<file path="src/rtl/gate_tt_sequencer.sv">
// Truth-table sequencer: drives the four {a,b} input vectors into a gate under test,
// captures gate_o per vector after a programmable settle time, and grades the table.
//
// state  | meaning
// IDLE   | waiting for start; idx held at 0
// SETTLE | vector applied, counting down latched settle cycles
// SAMPLE | gate_o captured into scratch[idx], advance or finish
// DONE   | publish tt/pass, pulse done, bump err_cnt on mismatch
module gate_tt_sequencer #(
   parameter int SETTLE_W = 4,
   parameter int ERR_W    = 8
) (
   input  logic                clk,
   input  logic                rst_n,
   input  logic                start,
   input  logic                cont,
   input  logic [SETTLE_W-1:0] settle,
   input  logic [3:0]          expected,
   input  logic                gate_o,
   output logic                a_o,
   output logic                b_o,
   output logic                busy,
   output logic                done,
   output logic [3:0]          tt,
   output logic                pass,
   output logic [ERR_W-1:0]    err_cnt
);

   typedef enum logic [1:0] {IDLE, SETTLE, SAMPLE, DONE} state_t;

   state_t              state;
   logic [1:0]          idx;
   logic [SETTLE_W-1:0] cnt;
   logic [SETTLE_W-1:0] settle_q;
   logic [3:0]          exp_q;
   logic [3:0]          scratch;

   assign a_o  = idx[1];
   assign b_o  = idx[0];
   assign busy = (state != IDLE);

   always_ff @(posedge clk or negedge rst_n) begin
      if (!rst_n) begin
         state    <= IDLE;
         idx      <= 2'd0;
         cnt      <= '0;
         settle_q <= '0;
         exp_q    <= 4'd0;
         scratch  <= 4'd0;
         done     <= 1'b0;
         tt       <= 4'd0;
         pass     <= 1'b0;
         err_cnt  <= '0;
      end else begin
         done <= 1'b0;
         case (state)
            IDLE: begin
               if (start) begin
                  settle_q <= settle;
                  exp_q    <= expected;
                  idx      <= 2'd0;
                  cnt      <= settle;
                  state    <= SETTLE;
               end
            end
            SETTLE: begin
               if (cnt == '0) state <= SAMPLE;
               else           cnt   <= cnt - 1'b1;
            end
            SAMPLE: begin
               scratch[idx] <= gate_o;
               if (idx == 2'd3) begin
                  state <= DONE;
               end else begin
                  idx   <= idx + 2'd1;
                  cnt   <= settle_q;
                  state <= SETTLE;
               end
            end
            DONE: begin
               tt   <= scratch;
               pass <= (scratch == exp_q);
               done <= 1'b1;
               if ((scratch != exp_q) && (err_cnt != {ERR_W{1'b1}}))
                  err_cnt <= err_cnt + 1'b1;
               idx <= 2'd0;
               // continuous mode rearms straight into SETTLE with fresh operands
               if (cont) begin
                  settle_q <= settle;
                  exp_q    <= expected;
                  cnt      <= settle;
                  state    <= SETTLE;
               end else begin
                  state <= IDLE;
               end
            end
            default: state <= IDLE;
         endcase
      end
   end

endmodule

</file>
<file path="config.mk">
export PLATFORM = sky130hd
export DESIGN_NAME = gate_tt_sequencer
export DESIGN_NICKNAME = d
export VERILOG_FILES = /design/src/rtl/gate_tt_sequencer.sv
export SDC_FILE = /design/constraint.sdc
export NUM_CORES = 1
export LEC_CHECK = 0
export ABC_AREA = 1
export CORE_UTILIZATION = 35
export CTS_CLUSTER_DIAMETER = 40
export DETAILED_ROUTE_END_ITERATION = 8
export SYNTH_ARGS = -nofsm -noshare
export SYNTH_HDL_FRONTEND = slang
export SYNTH_SLANG_ARGS = --single-unit
</file>
<file path="constraint.sdc">
create_clock -name clk -period 4.3 [get_ports clk]
set_input_delay 0.86 -clock clk [delete_from_list [all_inputs] [get_ports clk]]
set_output_delay 0.86 -clock clk [all_outputs]
set_load 0.005 [all_outputs]
</file>
Yosys cells after proc, flatten, opt, wreduce, memory -nomap -nowiden
Cells that the tools add are included.
{"block": "classes", "muxes": 21, "n_eq_ne": 12, "addsub": 3, "n_reduce_logical": 12, "n_lt_le_gt_ge": 2}
{"op": "2-to-1 mux 4 bit", "count": 6}
{"op": "case mux 4 bit (2 select lines)", "count": 2}
{"op": "case mux 4 bit (4 select lines)", "count": 1}
{"op": "2-to-1 mux 2 bit", "count": 5}
{"op": "inequality test 2 bit, second input constant", "count": 5}
{"op": "adder 8 x 1 -> 8 bit, second input constant", "count": 1}
{"op": "inequality test 8 bit, second input constant", "count": 1}
{"op": "case mux 2 bit (4 select lines)", "count": 1}
{"op": "equality test 2 bit, second input constant", "count": 3}
{"op": "case mux 2 bit (3 select lines)", "count": 1}
{"op": "AND reduction 3 bit", "count": 2}
{"op": "bitwise mux 4 bit", "count": 1}
{"op": "equality test 4 bit", "count": 1}
{"op": "zero test 4 bit", "count": 1}
{"op": "inequality test 4 bit", "count": 1}
{"op": "AND reduction 2 bit", "count": 2}
{"op": "AND reduction 4 bit", "count": 1}
{"op": "nonzero test 2 bit", "count": 2}
{"op": "subtractor 4 x 1 -> 4 bit, second input constant", "count": 1}
{"op": "less-than comparator 2 x 3 -> 1 bit, second input constant", "count": 1}
{"op": "2-to-1 mux 1 bit", "count": 3}
{"op": "nonzero test 3 bit", "count": 1}
{"op": "adder 2 x 1 -> 2 bit, second input constant", "count": 1}
{"op": "demux 1 bit (select 2 bit)", "count": 1}
{"op": "4 further kinds", "count": 5}
{"block": "word_totals", "register_bits": 34}

Logic depth before layout (Yosys ltp)
Gate-level depths: netlist of run 1.
{"block": "depth", "word_depth": 5, "depth_mapped": 9, "depth_no_buf": 9}

Least setup slack after synthesis of run 1
Ideal clock, no wire load.
{"block": "synth_path", "path_type": "flip-flop to output port", "from": "register state[0]", "to": "output busy", "n_path_buf": 0, "t_arrival_ns": 0.744, "setup_slack_ns": 2.696, "t_required_ns": 3.440, "path_stages_with_launch": 4, "cell_sequence": "dfrtp_1 inv_1 ha_1 inv_1"}
{"block": "synth_between", "elab_chain_cells": 1}
{"element": "start: declaration", "line": "31", "text": "state_t state;"}
{"element": "start signal: assignment", "line": "44", "text": "state <= IDLE;"}
{"element": "start signal: assignment", "line": "63", "text": "state <= SETTLE;"}
{"element": "start signal: assignment", "line": "67", "text": "if (cnt == '0) state <= SAMPLE;"}
{"element": "nonzero test 2 bit", "line": "40", "text": "assign busy = (state != IDLE);"}
{"element": "end: declaration", "line": "22", "text": "output logic busy,"}
Every way passes these cells.

Worst setup path in the final report of run 1
Same ends and word-level chain as after synthesis.

==> results.md, run 1 <==
* Asr flop ratio synth at 100.0%
* Worst Max-Slew Pin Slew at 561.8 ps
* Final Skew at 6.968 ps
* Dpl cell area at 2233 um2
* Final setup violation count at 0
* Final hold violation count at 0
* Post-Syn Nets at 260
* # port buffers at 29
* Largest area contributor in the netlist: dfrtp_1
* Netlist Area Pre-Place at approximately 1900 um2
* # Post-CTS Setup Buffers at 0
* I/O Pins at 30
* Final ANT Viol Nets at 0
* RSZ-0062 raised after global routing: no
* Routed WL at 3.807 mm
* Synth cell count leaders: nand2_1, dfrtp_1, inv_1
* Worst-path cell chain: inv_1 > ha_1 > inv_1 > clkdlybuf4s50_1
* Per-cell routed wire length at 11.23 um
* Avg Synthesized Cell Area at approximately 8.0 um2
* Initial Util at 36.56%
* Pin count of the biggest net entering global routing at 35
* Reg clk slew, reported paths at 80 ps
* Max cap viols at 0
* # clock sinks at 34
* Fill cell count at 531
* CTS tree: yes
* Synth top area cells: dfrtp_1, nand2_1, ha_1
* Pins Over Slew Limit at 0
* Final Cell Area at 2371 um2
* Via/cell ratio at 4.684
* Hold Worst Slack at ~480 ps
* Final min period at 2459 ps
* Vias at 1,588
* Fraction of layout cells with a size suffix above 1 at 5.948%
* WP data arrival at 1600 ps
* Die X at 75.28 um
* Most used cell, CP: inv_1
* Die footprint at 5666 um2
* Yosys reg bits at 34
* Outcome: complete, no violations
* Most numerous cell in the Yosys netlist: nand2_1
* Synth Flop Type: dfrtp_1
* Post-cts sizing count at 0
* # diodes at 0
* Worst Setup End Kind: output port
* TNS Setup at 0 ps
* Num CTS Buffers at 5
* EDFF count, synth at 0
* Hold_buf cts at 0
* Core Box Area at around 5000 um2
* Drt pass-1 iters at 4
* Antenna violations before repair at 0
* Critical path launch point type: flop
* Final #Nets at just under 300
* Slowest-stage cell, CP: clkdlybuf4s50_1
* Root Driver: clkbuf_8
* WS Path Type: flop to output port
* Crit-path max FO at 5
* Via count of the first global-routing pass at 1,353
* First-pass GRT wire length at 6.127 mm
* Top cell type's share of synthesized area at 45.27%
* Synth warnings at 0
* Remaining DRCs at 0
* Req. time, crit path at 3440 ps
* Worst-case clock buffer depth at 2
* P&R area growth vs syn at 26.16%
* Non-Filler Instances at 339
* Peak VDD IR at 0.2910 mV
* Skew-Pair Late Insertion Delay at roughly 290 ps
* Hold Path Class: flop to flop
* H-tree levels at 2
* Placed Cells at 331
* P_leak at approximately 0.0012 uW
* Post-synthesis sequential area ratio at 45.27%
* Power Dens Cells at 680.5 nW/um2
* FMAX at 0.4067 GHz
* Slew margin rel. at 62.55%
* Distinct cells, synth at 23
* Die Ht at around 75 um
* Cell count after synthesis at 235
* Placer congestion estimate at 0.8403
* Grt ovf at 0
* Crit share post-route at 57.18%
* HPWL after DPL at about 2.7 mm
* Critical Path Max Stage Delay at 500 ps
* Iter 0 DRT Violations at 95
* Row cnt at 26
* Total GRT Usage at 14.78%
## layer usage
| layer | wire [um] | part of all wire [%] | global-route usage [%] |
|---|---|---|---|
| met1 | 1776 | 47 | 18.02 |
| met2 | 1838 | 48 | 24.72 |
| met3 | 169 | 4.4 | 4.016 |
| met4 | 22 | 0.58 | 6.173 |
| met5 | 0 | 0 | 0 |
## cell families after synthesis
logic type               Yosys count  share of synthesized area [%]
flip-flops                        34                          45.27
XOR/XNOR                           3                          1.398
buffers and inverters             37                          8.255
AND/OR/NAND/NOR                  107                          25.50
AO/OA/AOI/OAI                     42                          11.59
adder cells (fa/ha/maj)           12                          7.989
## cells in the final DEF (no fill, tap or decap), types with 9 or more instances in the layout
cell,Yosys,final
a21oi_1,16,16
clkdlybuf4s50_1,0,29
dfrtp_1,34,34
ha_1,12,12
inv_1,32,32
nand2_1,68,68
nand3_1,9,9
nand4_1,10,10
nor2_1,13,13
o21ai_0,16,16
## state kept, by name, summed over array words and instances (netlist names)
register	flops
cnt	4
done	1
err_cnt	8
exp_q	4
idx	2
pass	1
scratch	4
settle_q	4
state	2
tt	4
## through the flow
| stage | total power (uW) | setup slack, ps | utilization [%] |
|---|---|---|---|
| finish | 1614 | 1841 | 46.13 |
| global route | 1754 | 1709 | 46.13 |
| CTS | 1632 | 1819 | 46.13 |
| detailed placement | 1267 | 2163 | 43.45 |
| global placement | 1252 | 2144 | 43.45 |
| floorplan | 1036 | 2696 | - |
## area by class of cell
class / count / area, um2 / share of cell area, %
clock buffer: 5 / 68.82 / 2.902
clock inverter: 3 / 68.82 / 2.902
inverter: 33 / 123.9 / 5.224
multi-input combinational: 164 / 873.3 / 36.83
sequential: 34 / 850.8 / 35.88
tap: 70 / 87.58 / 3.694
timing repair buffer: 30 / 297.8 / 12.56
## report_power, final
| group | total [uW] | leakage (uW) | switching (uW) | internal, uW |
|---|---|---|---|---|
| Clock | 357 | 0.0000683 | 125 | 232 |
| Sequential | 547 | 0.000417 | 97.2 | 450 |
| Combinational | 709 | 0.000694 | 409 | 300 |
| Total | 1610 | 0.00118 | 631 | 983 |
## path summary, 6_finish.rpt
kind,slack (ps),to,cells after the start,start
max reg2reg,2420,cnt[2]$_DFFE_PN0P_,9,state[0]$_DFFE_PN0P_
max,1840,busy,4,state[0]$_DFFE_PN0P_
min reg2reg,480,pass$_DFFE_PN0P_,2,pass$_DFFE_PN0P_
min,480,pass$_DFFE_PN0P_,2,pass$_DFFE_PN0P_
max in group asynchronous,3010,settle_q[2]$_DFFE_PN0P_,2,rst_n
min in group asynchronous,980,tt[0]$_DFFE_PN0P_,2,rst_n
## critical path: cells and delay by family (launching register included)
family / cells / cell delay [ps]
adder cells (fa/ha/maj): 1 / 220
buffers and inverters: 3 / 680
flip-flops: 1 / 410
Note: power is estimated with default switching activity, not from simulation.
==> run 2: changes to the inputs <==
clock period = 2.3 ns   (was 4.3 ns; I/O delays follow)
==> results.md, run 2 (same netlist as run 1, synthesis figures left out) <==
* Most used cell, CP: inv_1
* Post-cts sizing count at 0 (unchanged)
* Power Dens Cells at 1207 nW/um2 (+77%)
* Reg with most FFs: err_cnt
* FMAX at around 0.49 GHz
* Hold Path Class: flop to flop
* Worst-path cell chain: inv_1 > ha_1 > inv_1 > clkdlybuf4s50_1
* Final ANT Viol Nets at 0 (unchanged)
* Placer congestion estimate at 0.8028 (-4.5%)
* H-tree levels at 2 (unchanged)
* Pin count of the biggest net entering global routing at 35 (unchanged)
* Initial Util at 36.56% (unchanged)
* Crit-path max FO at 5 (unchanged)
* Outcome: complete, no violations
* Worst Max-Slew Pin Slew at 445.9 ps (-115.9 ps)
* Max cap viols at 0 (unchanged)
* TNS Setup at 0 ps (unchanged)
* WS Path Type: flop to output port
* Levels on crit path at 4 (unchanged)
* Commonest non-fill, non-tap cell in the layout: nand2_1
* Row cnt at 26 (unchanged)
* Critical Path Max Stage Delay at 500 ps (about the same)
* Final hold violation count at 0 (unchanged)
* RR Startpoint: state[1]$_DFFE_PN0P_
* # clock sinks at 34 (unchanged)
* Delay-heaviest family, CP: buffers and inverters
* Worst Setup End Kind: output port
* Grt ovf at 0 (unchanged)
* P_leak at 0.001170 uW (-0.81%)
* Final Skew at 5.678 ps (-1.290 ps)
* Via/cell ratio at 4.604 (-1.7%)
* Remaining DRCs at 0 (unchanged)
* Num CTS Buffers at 5 (unchanged)
* Core Box Area at 5140 um2 (unchanged)
* Total GRT Usage at 15.41% (+0.63 points)
* RSZ-0062 raised after global routing: no
* Routed WL at 3.857 mm (+1.3%)
* CTS tree: yes
* Setup crit end: busy
* FF+latch area at 850.8 um2 (unchanged)
* Hold_buf cts at 0 (unchanged)
* Placed Cells at 333 (+0.60%)
* Final setup violation count at 0 (unchanged)
* Die Ht at 75.28 um (unchanged)
* Max reg flops at 8 (unchanged)
* Vias at 1,570 (-1.1%)
* Final min period at 2051 ps
* HPWL after DPL at 2.779 mm (+1.1%)
* Skew-Pair Late Insertion Delay at 280 ps (about the same)
* Via count of the first global-routing pass at 1,471 (+8.7%)
* Worst-case clock buffer depth at 2 (unchanged)
* # Post-CTS Setup Buffers at 0 (unchanged)
* P&R area growth vs syn at 24.50%
* Iter 0 DRT Violations at 62 (-35%)
* Fraction of layout cells with a size suffix above 1 at 6.273% (+0.33 points)
* Multi-input gate area at 873.3 um2 (unchanged)
* Worst setup path start: state[0]$_DFFE_PN0P_
* Commonest cells after routing, fill and taps aside: nand2_1, dfrtp_1, inv_1, clkdlybuf4s50_1
* Die X at 75.28 um (unchanged)
* Drt pass-1 iters at 4 (unchanged)
* # port buffers at 29 (unchanged)
* Slowest-stage cell, CP: clkdlybuf4s50_1
* Root Driver: clkbuf_8
* Pins Over Slew Limit at 0 (unchanged)
* Fill cell count at 538 (+1.3%)
* First-pass GRT wire length at 6.499 mm (+6.1%)
* Die footprint at 5666 um2 (unchanged)
* Slew margin rel. at 70.27% (+7.7 points)
* Reg clk slew, reported paths at 70 ps (about the same)
* Register-to-register setup slack at 790 ps (-1630 ps)
* Final #Nets at 295 (+0.68%)
* Crit path buf inv count at 3 (unchanged)
* R2r endpoint: exp_q[0]$_DFFE_PN0P_
* Critical path launch point type: flop
* Non-Filler Instances at 341 (+0.59%)
* Req. time, crit path at 1840 ps (-1600 ps)
* Per-cell routed wire length at 11.31 um (+0.72%)
* Crit share post-route at 89.19%
* Antenna violations before repair at 0 (unchanged)
* Reg2reg path depth at 7 (-2)
* # diodes at 0 (unchanged)
* I/O Pins at 30 (unchanged)
* WP data arrival at 1590 ps (about the same)
* Peak VDD IR at 0.6215 mV (+110%)
[run 2: changes by cell type in the layout (fill, tap and decap cells not counted)]
cell and change:
bufinv_16 -2, clkinv_4 -1, buf_4 +2, clkbuf_8 +1, clkinv_2 +1, clkbuf_1 +1
[run 2: area by class of cell]
| type | instances | share of cell area [%] |
|---|---|---|
| clock buffers | 7 | 3.690 |
| clock inverters | 1 | 0.2139 |
| inverters | 33 | 5.294 |
| multi-input cells | 164 | 37.33 |
| flip-flops and latches | 34 | 36.36 |
| well taps | 70 | 3.743 |
| repair buffers | 32 | 13.37 |
[run 2: report_power, final]
group,total (uW),switching [uW],internal (uW)
clock,456,214,242
sequential,1030,186,842
combinational,1340,767,573
[run 2: worst min-delay path: stages (launching register included)]
cell and delay, ps:
dfrtp_1 340, nand2_1 50, o21ai_0 60
[run 2: worst min path at each step]
stage                       startpoint                      end  slack (ps)  cells past startpoint
2_1_floorplan                    rst_n       cnt[0]$_DFFE_PN0P_         160                      0
3_3_place_gp   settle_q[2]$_DFFE_PN0P_  settle_q[2]$_DFFE_PN0P_         460                      2
3_5_place_dp   settle_q[2]$_DFFE_PN0P_  settle_q[2]$_DFFE_PN0P_         460                      2
4_1_cts        settle_q[2]$_DFFE_PN0P_  settle_q[2]$_DFFE_PN0P_         480                      2
5_1_grt        settle_q[2]$_DFFE_PN0P_  settle_q[2]$_DFFE_PN0P_         490                      2
6_report             tt[2]$_DFFE_PN0P_        tt[2]$_DFFE_PN0P_         480                      2
[run 2: stage by stage]
stage,setup WS (ps),power [uW],hold slack (ps),instance area (um2),utilization [%]
after floorplan,937.9,1937,164.4,1879,-
after global placement,554.8,2353,464.1,2248,43.74
after detailed placement,547.6,2382,461.0,2248,43.74
after CTS,222.8,2856,478.9,2340,45.52
after global routing,151.6,3120,491.1,2340,45.52
final,248.7,2824,482.4,2340,45.52
[run 2: layer usage]
layer	share of wire (%)	global-route usage [%]
met1	49	19.90
met2	47	24.82
met3	4.0	4.150
met4	0.62	5.761
met5	0	0
==> run 3: changes to the inputs <==
SETUP_SLACK_MARGIN = 0.3   (was unset)
SKIP_CTS_REPAIR_TIMING = 1   (was unset)
==> results.md, run 3 (same netlist as run 1, synthesis figures left out) <==
* Final ANT Viol Nets at 0 (unchanged)
* H-tree levels at 2 (unchanged)
* Worst-case clock buffer depth at 2 (unchanged)
* # clock sinks at 34 (unchanged)
* Non-Filler Instances at 343 (+0.59%)
* HPWL after DPL at 2.779 mm (unchanged)
* Die Ht at 75.28 um (unchanged)
* Worst Max-Slew Pin Slew at 446.4 ps (+0.4699 ps)
* Drt pass-1 iters at 4 (unchanged)
* Dpl cell area at 2248 um2 (unchanged)
* Placer congestion estimate at 0.8028 (unchanged)
* First-pass GRT wire length at 6.499 mm (unchanged)
* Fraction of layout cells with a size suffix above 1 at 7.326% (+1.1 points)
* Worst-path cell chain: clkdlybuf4s50_1
* Max reg flops at 8 (unchanged)
* FMAX at 0.5739 GHz (+18%)
* Skew-Pair Late Insertion Delay at 280 ps (about the same)
* I/O Pins at 30 (unchanged)
* Outcome: complete, no violations
* Die X at 75.28 um (unchanged)
* Final hold violation count at 0 (unchanged)
* Worst Setup End Kind: output port
* Final #Nets at 297 (+0.68%)
* Commonest non-fill, non-tap cell in the layout: nand2_1
* Reg clk slew, reported paths at 70 ps (about the same)
* WS Path Type: flop to output port
* P_leak at 0.001186 uW (+1.4%)
* Vias at 1,564 (-0.38%)
* Commonest cells after routing, fill and taps aside: nand2_1, dfrtp_1, inv_1, clkdlybuf4s50_1
* Total GRT Usage at 15.41% (unchanged)
* Power Dens Cells at 1206 nW/um2 (about the same)
* P&R area growth vs syn at 25.43%
* Core Box Area at 5140 um2 (unchanged)
* Placed Cells at 333 (unchanged)
* CTS tree: yes
* Final Cell Area at 2357 um2 (+0.75%)
* Die footprint at 5666 um2 (unchanged)
* Antenna violations before repair at 0 (unchanged)
* Via/cell ratio at 4.560 (-0.96%)
* Crit-path max FO at 6 (+1)
* Iter 0 DRT Violations at 63 (+1.6%)
* # diodes at 0 (unchanged)
* Worst setup margin at 557.4 ps (+308.7 ps)
* WP data arrival at 1280 ps (-310 ps)
* Critical Path Max Stage Delay at 550 ps (+50 ps)
* # port buffers at 29 (unchanged)
* Per-cell routed wire length at 11.22 um (-0.76%)
* Slew margin rel. at 70.24% (about the same)
* Peak VDD IR at 0.6231 mV (+0.26%)
* Reg with most FFs: err_cnt
* Final Power at 2843 uW (+0.68%)
* Row cnt at 26 (unchanged)
* TNS Setup at 0 ps (unchanged)
* Req. time, crit path at 1840 ps (about the same)
* Max cap viols at 0 (unchanged)
* Final setup violation count at 0 (unchanged)
* Final Skew at 5.472 ps (-0.2057 ps)
* Hold Path Class: flop to flop
* Pin count of the biggest net entering global routing at 35 (unchanged)
* Final min period at 1743 ps (-308.7 ps)
* Remaining DRCs at 0 (unchanged)
* Via count of the first global-routing pass at 1,471 (unchanged)
* Delay-heaviest family, CP: buffers and inverters
* Crit share post-route at 75.76% (-13 points)
* Pins Over Slew Limit at 0 (unchanged)
* Crit path buf inv count at 1 (-2)
* Fill cell count at 536 (-0.37%)
* Grt ovf at 0 (unchanged)
* Root Driver: clkbuf_8
* Routed WL at 3.850 mm (-0.18%)
* Initial Util at 36.56% (unchanged)
* Slowest-stage cell, CP: clkdlybuf4s50_1
* Num CTS Buffers at 5 (unchanged)
* Worst slack at placement at 547.6 ps (unchanged)
* Critical path launch point type: flop
* RSZ-0062 raised after global routing: no
-- run 3: changes by cell type in the layout (fill, tap and decap cells not counted) --
cell             delta
inv_2               +1
dlymetal6s2s_1      +1
clkdlybuf4s50_1     -1
buf_4               +2
inv_1               -1
-- run 3: per-stage QoR --
stage	hold slack, ps	util [%]
CTS	478.9	45.52
floorplan	164.4	-
finish	482.0	45.86
global placement	464.1	43.74
global route	491.1	45.86
detailed placement	461.0	43.74
-- run 3: final timing paths --
| kind | start | end | slack [ps] | depth (start not counted) |
|---|---|---|---|---|
| worst max-delay path | err_cnt[3]$_DFFE_PN0P_ | err_cnt[3] | 560 | 1 |
| worst min-delay path | settle_q[2]$_DFFE_PN0P_ | settle_q[2]$_DFFE_PN0P_ | 480 | 2 |
| worst max register to register | state[1]$_DFFE_PN0P_ | cnt[1]$_DFFE_PN0P_ | 780 | 9 |
| worst min register to register | settle_q[2]$_DFFE_PN0P_ | settle_q[2]$_DFFE_PN0P_ | 480 | 2 |
| max in group asynchronous | rst_n | cnt[2]$_DFFE_PN0P_ | 1400 | 2 |
| min in group asynchronous | rst_n | pass$_DFFE_PN0P_ | 590 | 2 |
-- run 3: routing by layer --
layer | routed length (um) | global-route usage [%] | part of all wire, %
met5 | 0 | 0 | 0
met4 | 44 | 5.761 | 1.1
met1 | 1855 | 19.90 | 48
met2 | 1780 | 24.82 | 46
met3 | 169 | 4.150 | 4.4
-- run 3: cell type report --
| cell class | count | area, um2 | share of cell area (%) |
|---|---|---|---|
| clock buffer | 7 | 86.33 | 3.662 |
| clock inverter | 1 | 5.005 | 0.2123 |
| timing repair buffer | 34 | 330.3 | 14.01 |
| multi-input combinational | 164 | 873.3 | 37.05 |
| tap | 70 | 87.58 | 3.716 |
| sequential | 34 | 850.8 | 36.09 |
| inverter | 33 | 123.9 | 5.255 |
-- run 3: tightest hold or removal path: cells and delay by family (launching register included) --
family	cells	cell delay [ps]
and+or+nand+nor	2	100
DFF	1	350
-- run 3: power breakdown --
part / leakage [uW] / internal [uW] / switching, uW / total, uW
Clock: 0.0000482 / 242 / 213 / 455
Sequential: 0.000417 / 842 / 178 / 1020
Combinational: 0.000721 / 590 / 778 / 1370
Total: 0.00119 / 1670 / 1170 / 2840
